File: src/rtl/cvxif_copro_pkg.sv
// Shared types and decode helper for the custom-0 CV-X-IF coprocessor responder.
package cvxif_copro_pkg;

   localparam int COPRO_XLEN = 64;
   localparam int COPRO_ID_W = 3;

   localparam logic [6:0] OPC_CUSTOM0 = 7'b0001011;

   typedef enum logic [2:0] {
      OP_ADD  = 3'b000,
      OP_SUB  = 3'b001,
      OP_XOR  = 3'b010,
      OP_MIN  = 3'b011,
      OP_MAX  = 3'b100,
      OP_SLTU = 3'b101
   } copro_op_e;

   typedef enum logic [1:0] {
      S_IDLE = 2'd0,
      S_EXEC = 2'd1,
      S_RESP = 2'd2
   } copro_state_e;

   typedef struct packed {
      logic                  valid;
      logic                  committed;
      logic [COPRO_ID_W-1:0] id;
      logic [4:0]            rd;
      copro_op_e             op;
      logic [COPRO_XLEN-1:0] rs1;
      logic [COPRO_XLEN-1:0] rs2;
   } copro_entry_t;

   // True when the word is a custom-0 instruction with a supported funct3.
   function automatic logic decode_accept(input logic [31:0] instr);
      return (instr[6:0] == OPC_CUSTOM0) && (instr[31:25] == 7'd0) &&
             (instr[14:12] <= 3'd5);
   endfunction

endpackage

File: src/rtl/cvxif_copro_alu.sv
// Combinational datapath for the six supported custom-0 operations.
module cvxif_copro_alu
   import cvxif_copro_pkg::*;
#(
   parameter int XLEN = COPRO_XLEN
) (
   input  copro_op_e        op,
   input  logic [XLEN-1:0]  rs1,
   input  logic [XLEN-1:0]  rs2,
   output logic [XLEN-1:0]  result
);

   logic lt_s;
   logic lt_u;

   // Operation select; all arithmetic wraps at XLEN bits.
   always_comb begin
      lt_s   = $signed(rs1) < $signed(rs2);
      lt_u   = rs1 < rs2;
      result = '0;
      case (op)
         OP_ADD:  result = rs1 + rs2;
         OP_SUB:  result = rs1 - rs2;
         OP_XOR:  result = rs1 ^ rs2;
         OP_MIN:  result = lt_s ? rs1 : rs2;
         OP_MAX:  result = lt_s ? rs2 : rs1;
         OP_SLTU: result = {{(XLEN-1){1'b0}}, lt_u};
         default: result = '0;
      endcase
   end

endmodule

File: src/rtl/cvxif_copro_responder.sv
// Coprocessor end of CV-X-IF: decode/accept, in-flight buffer, in-order execute.
//
// state  | meaning
// S_IDLE | waiting for a committed head entry; pops killed head bubbles
// S_EXEC | counting down LATENCY cycles on latched operands
// S_RESP | result presented on x_result_*, held until x_result_ready_i
module cvxif_copro_responder
   import cvxif_copro_pkg::*;
#(
   parameter int XLEN    = COPRO_XLEN,
   parameter int ID_W    = COPRO_ID_W,
   parameter int DEPTH   = 4,
   parameter int LATENCY = 2
) (
   input  logic             clk_i,
   input  logic             rst_ni,
   input  logic             x_issue_valid_i,
   output logic             x_issue_ready_o,
   input  logic [31:0]      x_issue_instr_i,
   input  logic [ID_W-1:0]  x_issue_id_i,
   input  logic [XLEN-1:0]  x_issue_rs1_i,
   input  logic [XLEN-1:0]  x_issue_rs2_i,
   output logic             x_issue_accept_o,
   output logic             x_issue_writeback_o,
   input  logic             x_commit_valid_i,
   input  logic [ID_W-1:0]  x_commit_id_i,
   input  logic             x_commit_kill_i,
   output logic             x_result_valid_o,
   input  logic             x_result_ready_i,
   output logic [ID_W-1:0]  x_result_id_o,
   output logic [4:0]       x_result_rd_o,
   output logic [XLEN-1:0]  x_result_data_o,
   output logic             x_result_we_o
);

   localparam int PTR_W = $clog2(DEPTH);
   localparam int CNT_W = (LATENCY > 1) ? $clog2(LATENCY) : 1;

   copro_entry_t      buf_q [DEPTH];
   logic [PTR_W-1:0]  head_q;
   logic [PTR_W-1:0]  tail_q;
   logic [PTR_W:0]    count_q;

   copro_state_e      state_q;
   logic [CNT_W-1:0]  cnt_q;
   copro_op_e         op_q;
   logic [XLEN-1:0]   rs1_q;
   logic [XLEN-1:0]   rs2_q;
   logic [ID_W-1:0]   id_q;
   logic [4:0]        rd_q;
   logic [XLEN-1:0]   alu_res;

   copro_entry_t      head_e;
   logic              head_present;
   logic              full;
   logic              dec_accept;
   logic              push;
   logic              pop;
   logic              new_hit;

   cvxif_copro_alu #(.XLEN(XLEN)) u_alu (
      .op     (op_q),
      .rs1    (rs1_q),
      .rs2    (rs2_q),
      .result (alu_res)
   );

   // Issue decode, handshake and pop qualification.
   always_comb begin
      head_e              = buf_q[head_q];
      head_present        = (count_q != '0);
      full                = (count_q == (PTR_W+1)'(DEPTH));
      dec_accept          = decode_accept(x_issue_instr_i);
      pop                 = ((state_q == S_IDLE) && head_present && !head_e.valid) ||
                            ((state_q == S_EXEC) && (cnt_q == '0));
      x_issue_ready_o     = !full || pop;
      x_issue_accept_o    = x_issue_valid_i && dec_accept;
      x_issue_writeback_o = x_issue_valid_i && dec_accept;
      push                = x_issue_valid_i && x_issue_ready_o && dec_accept;
      new_hit             = x_commit_valid_i && (x_commit_id_i == x_issue_id_i);
   end

   // Circular buffer: commit/kill search, head pop, tail push (push wins on a shared slot).
   always_ff @(posedge clk_i) begin
      if (!rst_ni) begin
         for (int i = 0; i < DEPTH; i++) buf_q[i] <= '0;
         head_q  <= '0;
         tail_q  <= '0;
         count_q <= '0;
      end else begin
         if (x_commit_valid_i) begin
            for (int i = 0; i < DEPTH; i++) begin
               // The entry being executed is out of reach of commit/kill.
               if (buf_q[i].valid && (buf_q[i].id == x_commit_id_i) &&
                   !((state_q == S_EXEC) && (PTR_W'(i) == head_q))) begin
                  if (x_commit_kill_i) buf_q[i].valid     <= 1'b0;
                  else                 buf_q[i].committed <= 1'b1;
               end
            end
         end
         if (pop) begin
            buf_q[head_q].valid     <= 1'b0;
            buf_q[head_q].committed <= 1'b0;
            head_q                  <= head_q + 1'b1;
         end
         if (push) begin
            buf_q[tail_q] <= '{valid:     !(new_hit && x_commit_kill_i),
                               committed: new_hit && !x_commit_kill_i,
                               id:        x_issue_id_i,
                               rd:        x_issue_instr_i[11:7],
                               op:        copro_op_e'(x_issue_instr_i[14:12]),
                               rs1:       x_issue_rs1_i,
                               rs2:       x_issue_rs2_i};
            tail_q        <= tail_q + 1'b1;
         end
         case ({push, pop})
            2'b10:   count_q <= count_q + 1'b1;
            2'b01:   count_q <= count_q - 1'b1;
            default: count_q <= count_q;
         endcase
      end
   end

   // Execute FSM with registered result channel.
   always_ff @(posedge clk_i) begin
      if (!rst_ni) begin
         state_q          <= S_IDLE;
         cnt_q            <= '0;
         op_q             <= OP_ADD;
         rs1_q            <= '0;
         rs2_q            <= '0;
         id_q             <= '0;
         rd_q             <= '0;
         x_result_valid_o <= 1'b0;
         x_result_id_o    <= '0;
         x_result_rd_o    <= '0;
         x_result_data_o  <= '0;
         x_result_we_o    <= 1'b0;
      end else begin
         case (state_q)
            S_IDLE: begin
               if (head_present && head_e.valid && head_e.committed) begin
                  op_q    <= head_e.op;
                  rs1_q   <= head_e.rs1;
                  rs2_q   <= head_e.rs2;
                  id_q    <= head_e.id;
                  rd_q    <= head_e.rd;
                  cnt_q   <= CNT_W'(LATENCY - 1);
                  state_q <= S_EXEC;
               end
            end
            S_EXEC: begin
               if (cnt_q == '0) begin
                  x_result_valid_o <= 1'b1;
                  x_result_id_o    <= id_q;
                  x_result_rd_o    <= rd_q;
                  x_result_data_o  <= alu_res;
                  x_result_we_o    <= 1'b1;
                  state_q          <= S_RESP;
               end else begin
                  cnt_q <= cnt_q - 1'b1;
               end
            end
            S_RESP: begin
               if (x_result_ready_i) begin
                  x_result_valid_o <= 1'b0;
                  x_result_we_o    <= 1'b0;
                  state_q          <= S_IDLE;
               end
            end
            default: state_q <= S_IDLE;
         endcase
      end
   end

endmodule

File: config.mk
export PLATFORM = sky130hd
export DESIGN_NAME = cvxif_copro_responder
export DESIGN_NICKNAME = d
export VERILOG_FILES = /design/src/rtl/cvxif_copro_pkg.sv /design/src/rtl/cvxif_copro_alu.sv /design/src/rtl/cvxif_copro_responder.sv
export SDC_FILE = /design/constraint.sdc
export NUM_CORES = 2
export LEC_CHECK = 0
export BUFFER_PORTS_ARGS = -buffer_cell sky130_fd_sc_hd__clkbuf_2
export CORE_MARGIN = 2
export CORE_UTILIZATION = 55
export CTS_BUF_LIST = sky130_fd_sc_hd__clkbuf_8
export CTS_CLUSTER_SIZE = 10
export DETAILED_ROUTE_END_ITERATION = 8
export GPL_TIMING_DRIVEN = 0
export PLACE_DENSITY = 0.73
export SETUP_SLACK_MARGIN = 0.05
export SYNTH_ARGS = -nofsm -noshare
export SYNTH_HDL_FRONTEND = slang
export SYNTH_SLANG_ARGS = --single-unit
File: constraint.sdc
create_clock -name clk_i -period 13.9 [get_ports clk_i]
set_input_delay 0.695 -clock clk_i [delete_from_list [all_inputs] [get_ports clk_i]]
set_output_delay 0.695 -clock clk_i [all_outputs]
set_load 0.005 [all_outputs]
Word-level counts from Yosys, hierarchy flattened
Memory sizes are Yosys's and may differ from the RTL's. A register that Yosys moved wholly into a read port is not among the register bits. Index checks and enable logic that the tools add are counted.

Add/subtract/negate cells: 7. Reduce and logical (&&, ||, !) cells: 48. Mux-type cells: 65. Bitwise logic cells: 10. Equality and inequality tests: 22. Order comparisons: 3.

Operators with widths (number): 64-bit case mux with 6 select lines (1); 64-bit less-than comparator (2); 64-bit two-way mux (2); 64-bit adder (1); 64-bit subtractor (1); 64-bit XOR (1); 1-bit two-way mux (53); 1-bit logical AND (25); 3-bit equality test (5); 2-bit two-way mux (5); 3-bit equality test, second input constant (3); 1-bit zero test (8); 1-bit bitwise OR (8); 7-bit by 4-bit equality test with 1-bit output, second input constant (1); 7-bit zero test (1); 3-bit by 2-bit equality test with 1-bit output, second input constant (2); 2-bit case mux with 3 select lines (1); 3-bit case mux with 2 select lines (1); 2-bit AND reduction (3); 3-bit AND reduction (2); 2-bit nonzero test (3); 2-bit by 1-bit adder with 2-bit output, second input constant (2); 2-bit by 1-bit equality test with 1-bit output, second input constant (2); 2-bit equality test, first input constant (2); 15 further kinds (20).

Register bits: 222. Input bits: 172. Word-level logic and storage cells: 170. Output and inout port bits: 77. Memory bits (writable): 564. Memories kept: 1.

Memory list: buf_q (words 4, width 141, read ports 5, clocked after memory_dff 1, write ports 6, RTL line cvxif_copro_responder.sv:39) `copro_entry_t buf_q [DEPTH];`.

Depth between registers and ports, before layout
Word-level depth: 10. Mapped depth: 15. Depth with buffers taken out: 14.

Cells and area by module
From an unflattened synthesis, not the netlist that was laid out.

Cells, all modules: 4086. Area total of the unflattened synthesis: 43335.3 um2.

Modules (own cells, without submodules): cvxif_copro_responder (area each 33024.2 um2, instances 1, cells an instance 2442, sequential area each 21390.5 um2); cvxif_copro_alu (area each 10311.1 um2, instances 1, cells an instance 1644, sequential area each 0.0 um2).

Least setup slack after synthesis
Ideal clock, no wire load.

Kind: reg-to-reg. Start: register with a tool-made name. End: memory buf_q[0][0] (netlist bit), enable pin. Library setup time: 0.503 ns. Clock period less this slack: 5.784 ns. Stages on the path, launching flop included: 9. Required time: 13.397 ns. Setup slack: 8.116 ns. Arrival: 5.281 ns. Buffers on the path: 2. Cell sequence: dfxtp_1 > clkbuf_1 > mux4_2 > o41ai_4 > or4b_2 > and3_1 > clkbuf_1 > nand2_1 > nand2_1.

RTL lines (RTL line): end: declaration (cvxif_copro_responder.sv:39).

Worst setup path in the final report
Start: register rs2_q[48]. End: register x_result_data_o[60].

Word-level cells in the longest chain between the ends: 3. Elaborated cells on any way between the ends: 6. Those cells by class: add/sub: 2; order compare: 1; mux: 3.

RTL lines: start: declaration (RTL line cvxif_copro_responder.sv:48) `logic [XLEN-1:0] rs2_q;`; start signal: assignment (RTL line cvxif_copro_responder.sv:145) `rs2_q <= head_e.rs2;`; 64-bit less-than comparator (RTL line cvxif_copro_alu.sv:18) `lt_s = $signed(rs1) < $signed(rs2);`; 64-bit two-way mux (on tied branches) (RTL line cvxif_copro_alu.sv:26, cvxif_copro_alu.sv:25); 64-bit case mux with 6 select lines * (RTL line cvxif_copro_alu.sv:21) `case (op)`; end signal: assignment (RTL line cvxif_copro_responder.sv:157) `x_result_data_o <= alu_res;`; end: declaration (RTL line cvxif_copro_responder.sv:32) `output logic [XLEN-1:0] x_result_data_o,`.

Mark *: on every way between the ends. The rest lies on a longest branch, timed or not. A chain may end at the register's enable or synchronous reset.

==> results.yml <==
clock_network:
  numClockSinks: 788
  clk_latency_ns: 0.81
  cts_tree: "yes"
  clk_pin_slew_worst_paths_ns: 0.06
  clockRootBuffer: "clkbuf_8"
  htreeDepth: 4
  clock_tree.buffer_depth: 3
  cts_setup_buffers: 0
  cts_made_buffers: 132
  hold_buffers: 0
  cts_resized: 0
floorplan:
  fp.dieArea_um2: 80900
  die_w_um: 284
  row_count: 102
  core_um2: 77600
  start_util_pct: 55.7
  io_pins: 249
  fp.dieH_um: 284
finish:
  n_fill_cell: 6445
  seqCellArea_um2: 21400
  drive_above_1_share_pct: 14.2
  multi_input_area_um2: 20000
  syn_to_final_growth_pct: 12.1
  finalCoreUtilization_pct: 62.5
  layout.nets: 4764
timing:
  relSlewSlack_pct: 16.2
  finClkSkew_ns: 0.0563
  hold_viol: 0
  fin_crit_sh_pct: 37.7
  fin_tns_setup_ns: 0
  worst_slew_pin_slew_ns: 1.26
  finalMaxSlewViolations: 0
  rsz0062_at_grt: "no"
  setup_viol: 0
  period_needed_ns: 5.24
  fin_ws_ns: 8.66
  holdWs_ns: 0.260
  fmax_ghz: 0.191
worst_setup_path:
  crit_path_end_kind: "flip-flop"
  path_max_fanout: 10
  cp_data_arrival_time_ns: 5.89
  startpoint_type: "flip-flop"
  path_class: "flip-flop to flip-flop"
  required_ns: 14.55
drt:
  route.vias.total: 36900
  wl_per_cell_um: 27.5
  drtIter0Drc: 5276
  route.detailed.drc: 2
  vias_per_cell: 6.58
  wl_um: 154000
  ant_nets: 0
  drtPass1Iterations: 9
synthesis:
  synth_edf_count: 561
  synth_top_cell_area_share_pct: 39.0
  synth_cells: 4074
  ys_seq_elements: 788
  yosysUniqueCellTypes: 100
  netlist_area_um2: 43200
  synth_area_leaders: "edfxtp_1 (39%), dfxtp_1 (11%), and3_1 (8.2%)"
  synthTopCellsByCount: "and3_1 (568), edfxtp_1 (561), nand2_1 (458), clkbuf_1 (286), dfxtp_1 (227)"
  synth_nets: 4385
  synth_most_common_cell: "and3_1"
  avgSynthCellArea_um2: 10.6
  async_reset_ff_share_pct: 0
  ys_warn_count: 0
  yosysTopAreaCell: "edfxtp_1"
  ys.flop_type: "edfxtp_1"
  ys_seq_area_share_pct: 49.5
status:
  failed_checks: "DRC"
  outcome: "finished with violations"
placed_design:
  gp_congestion: 1.11
  place_hpwl_um: 112000
  dpl_worst_slack_ns: 9.11
  port_buffers: 235
global_routing:
  grt_pass1_vias: 35100
  grt.total_usage_pct: 37.3
  grt_max_degree: 62
  grt_overflow: 0
  antenna_found_initial: 17
  grt_pass1_wl_um: 223000
power_and_ir_drop:
  peakVddDrop_uv: 71.8
  power_density_nw_per_um2: 97.0
  power_leakage_nw: 20.2
run:
  cap_violations: 0
min_path:
  hp-class: "input port to flip-flop"
## kinds of logic after synthesis
logic type	Yosys count	synth area share [%]
buffers and inverters	491	4.44
AOI/OAI and AO/OA	925	14.9
and+or+nand+nor	1503	17.9
muxes	154	7.65
adders and majority gates	139	4.08
DFF	788	49.5
xor gates and xnor gates	74	1.50
## critical path, stage by stage (launching register included)
cell,delay [ns]
dfxtp_1,0.40
inv_1,0.07
ha_1,0.27
buf_2,0.20
clkinv_1,0.30
nor4_1,1.10
nand2_1,0.25
o21ai_0,0.39
o22ai_1,0.15
nand2_1,0.46
clkbuf_1,0.87
a222oi_1,0.20
a22oi_1,0.43
## worst paths after layout
path | end | start | cells after the start | slack, ns
min reg2reg | x_result_data_o[30] | x_result_data_o[30] | 2 | 0.45
min | buf_q[3][64] | x_issue_rs1_i[0] | 2 | 0.26
max | x_result_data_o[60] | rs2_q[48] | 12 | 8.66
max reg2reg | x_result_data_o[60] | rs2_q[48] | 12 | 8.66
## sequential cells by signal (all words and copies together), names as in the netlist, 5 cells and up, named ones only
signal	cells
x_result_data_o	64
rs1_q	64
buf_q	564
rs2_q	64
x_result_rd_o	5
rd_q	5
## power by group
| part | internal [mW] | switching [mW] |
|---|---|---|
| Sequential | 2.56 | 0.0156 |
| Clock | 0.979 | 0.993 |
| Combinational | 0.0520 | 0.0982 |
| Total | 3.59 | 1.11 |
## layer usage
| layer | wire (µm) | GRT usage [%] |
|---|---|---|
| met5 | 127 | 0 |
| met4 | 8330 | 18.5 |
| met3 | 21200 | 10.8 |
| met2 | 67900 | 56.1 |
| met1 | 56900 | 49.4 |
## cell usage in the layout (no fill, tap or decap), drive strengths merged, types with 21 or more instances in the layout
cell and instances:
inv 200, o21ai 133, buf 61, o31ai 31, a221oi 40, xnor2 61
and3 568, nand4 27, a211oi 26, a31oi 37, nor3 58, dfxtp 227
o21bai 46, a21boi 163, mux4 141, nor4 29, and2 31, a21oi 220
clkinv 43, edfxtp 561, clkbuf 661, a21o 30, nor2 185, ha 136
nand3 48, nand2 458, a22oi 21
## metrics by stage
stage | std cells | power (mW) | instance area, µm²
floorplan | 4074 | 2.69 | 43200
global placement | 5349 | 2.78 | 45700
detailed placement | 5358 | 2.77 | 46000
CTS | 5592 | 4.70 | 48400
global route | 5600 | 4.81 | 48500
finish | 5605 | 4.70 | 48500
## area by class of cell
class                      count  area share [%]
inverter                     153            1.18
buffer                       338            2.77
timing repair buffer         245            2.91
clock buffer                 139            3.95
tap                         1040            2.68
sequential                   788            44.1
multi-input combinational   2795            41.2
antenna                       12          0.0619
clock inverter                95            1.14
(Power assumes the default switching activity.)
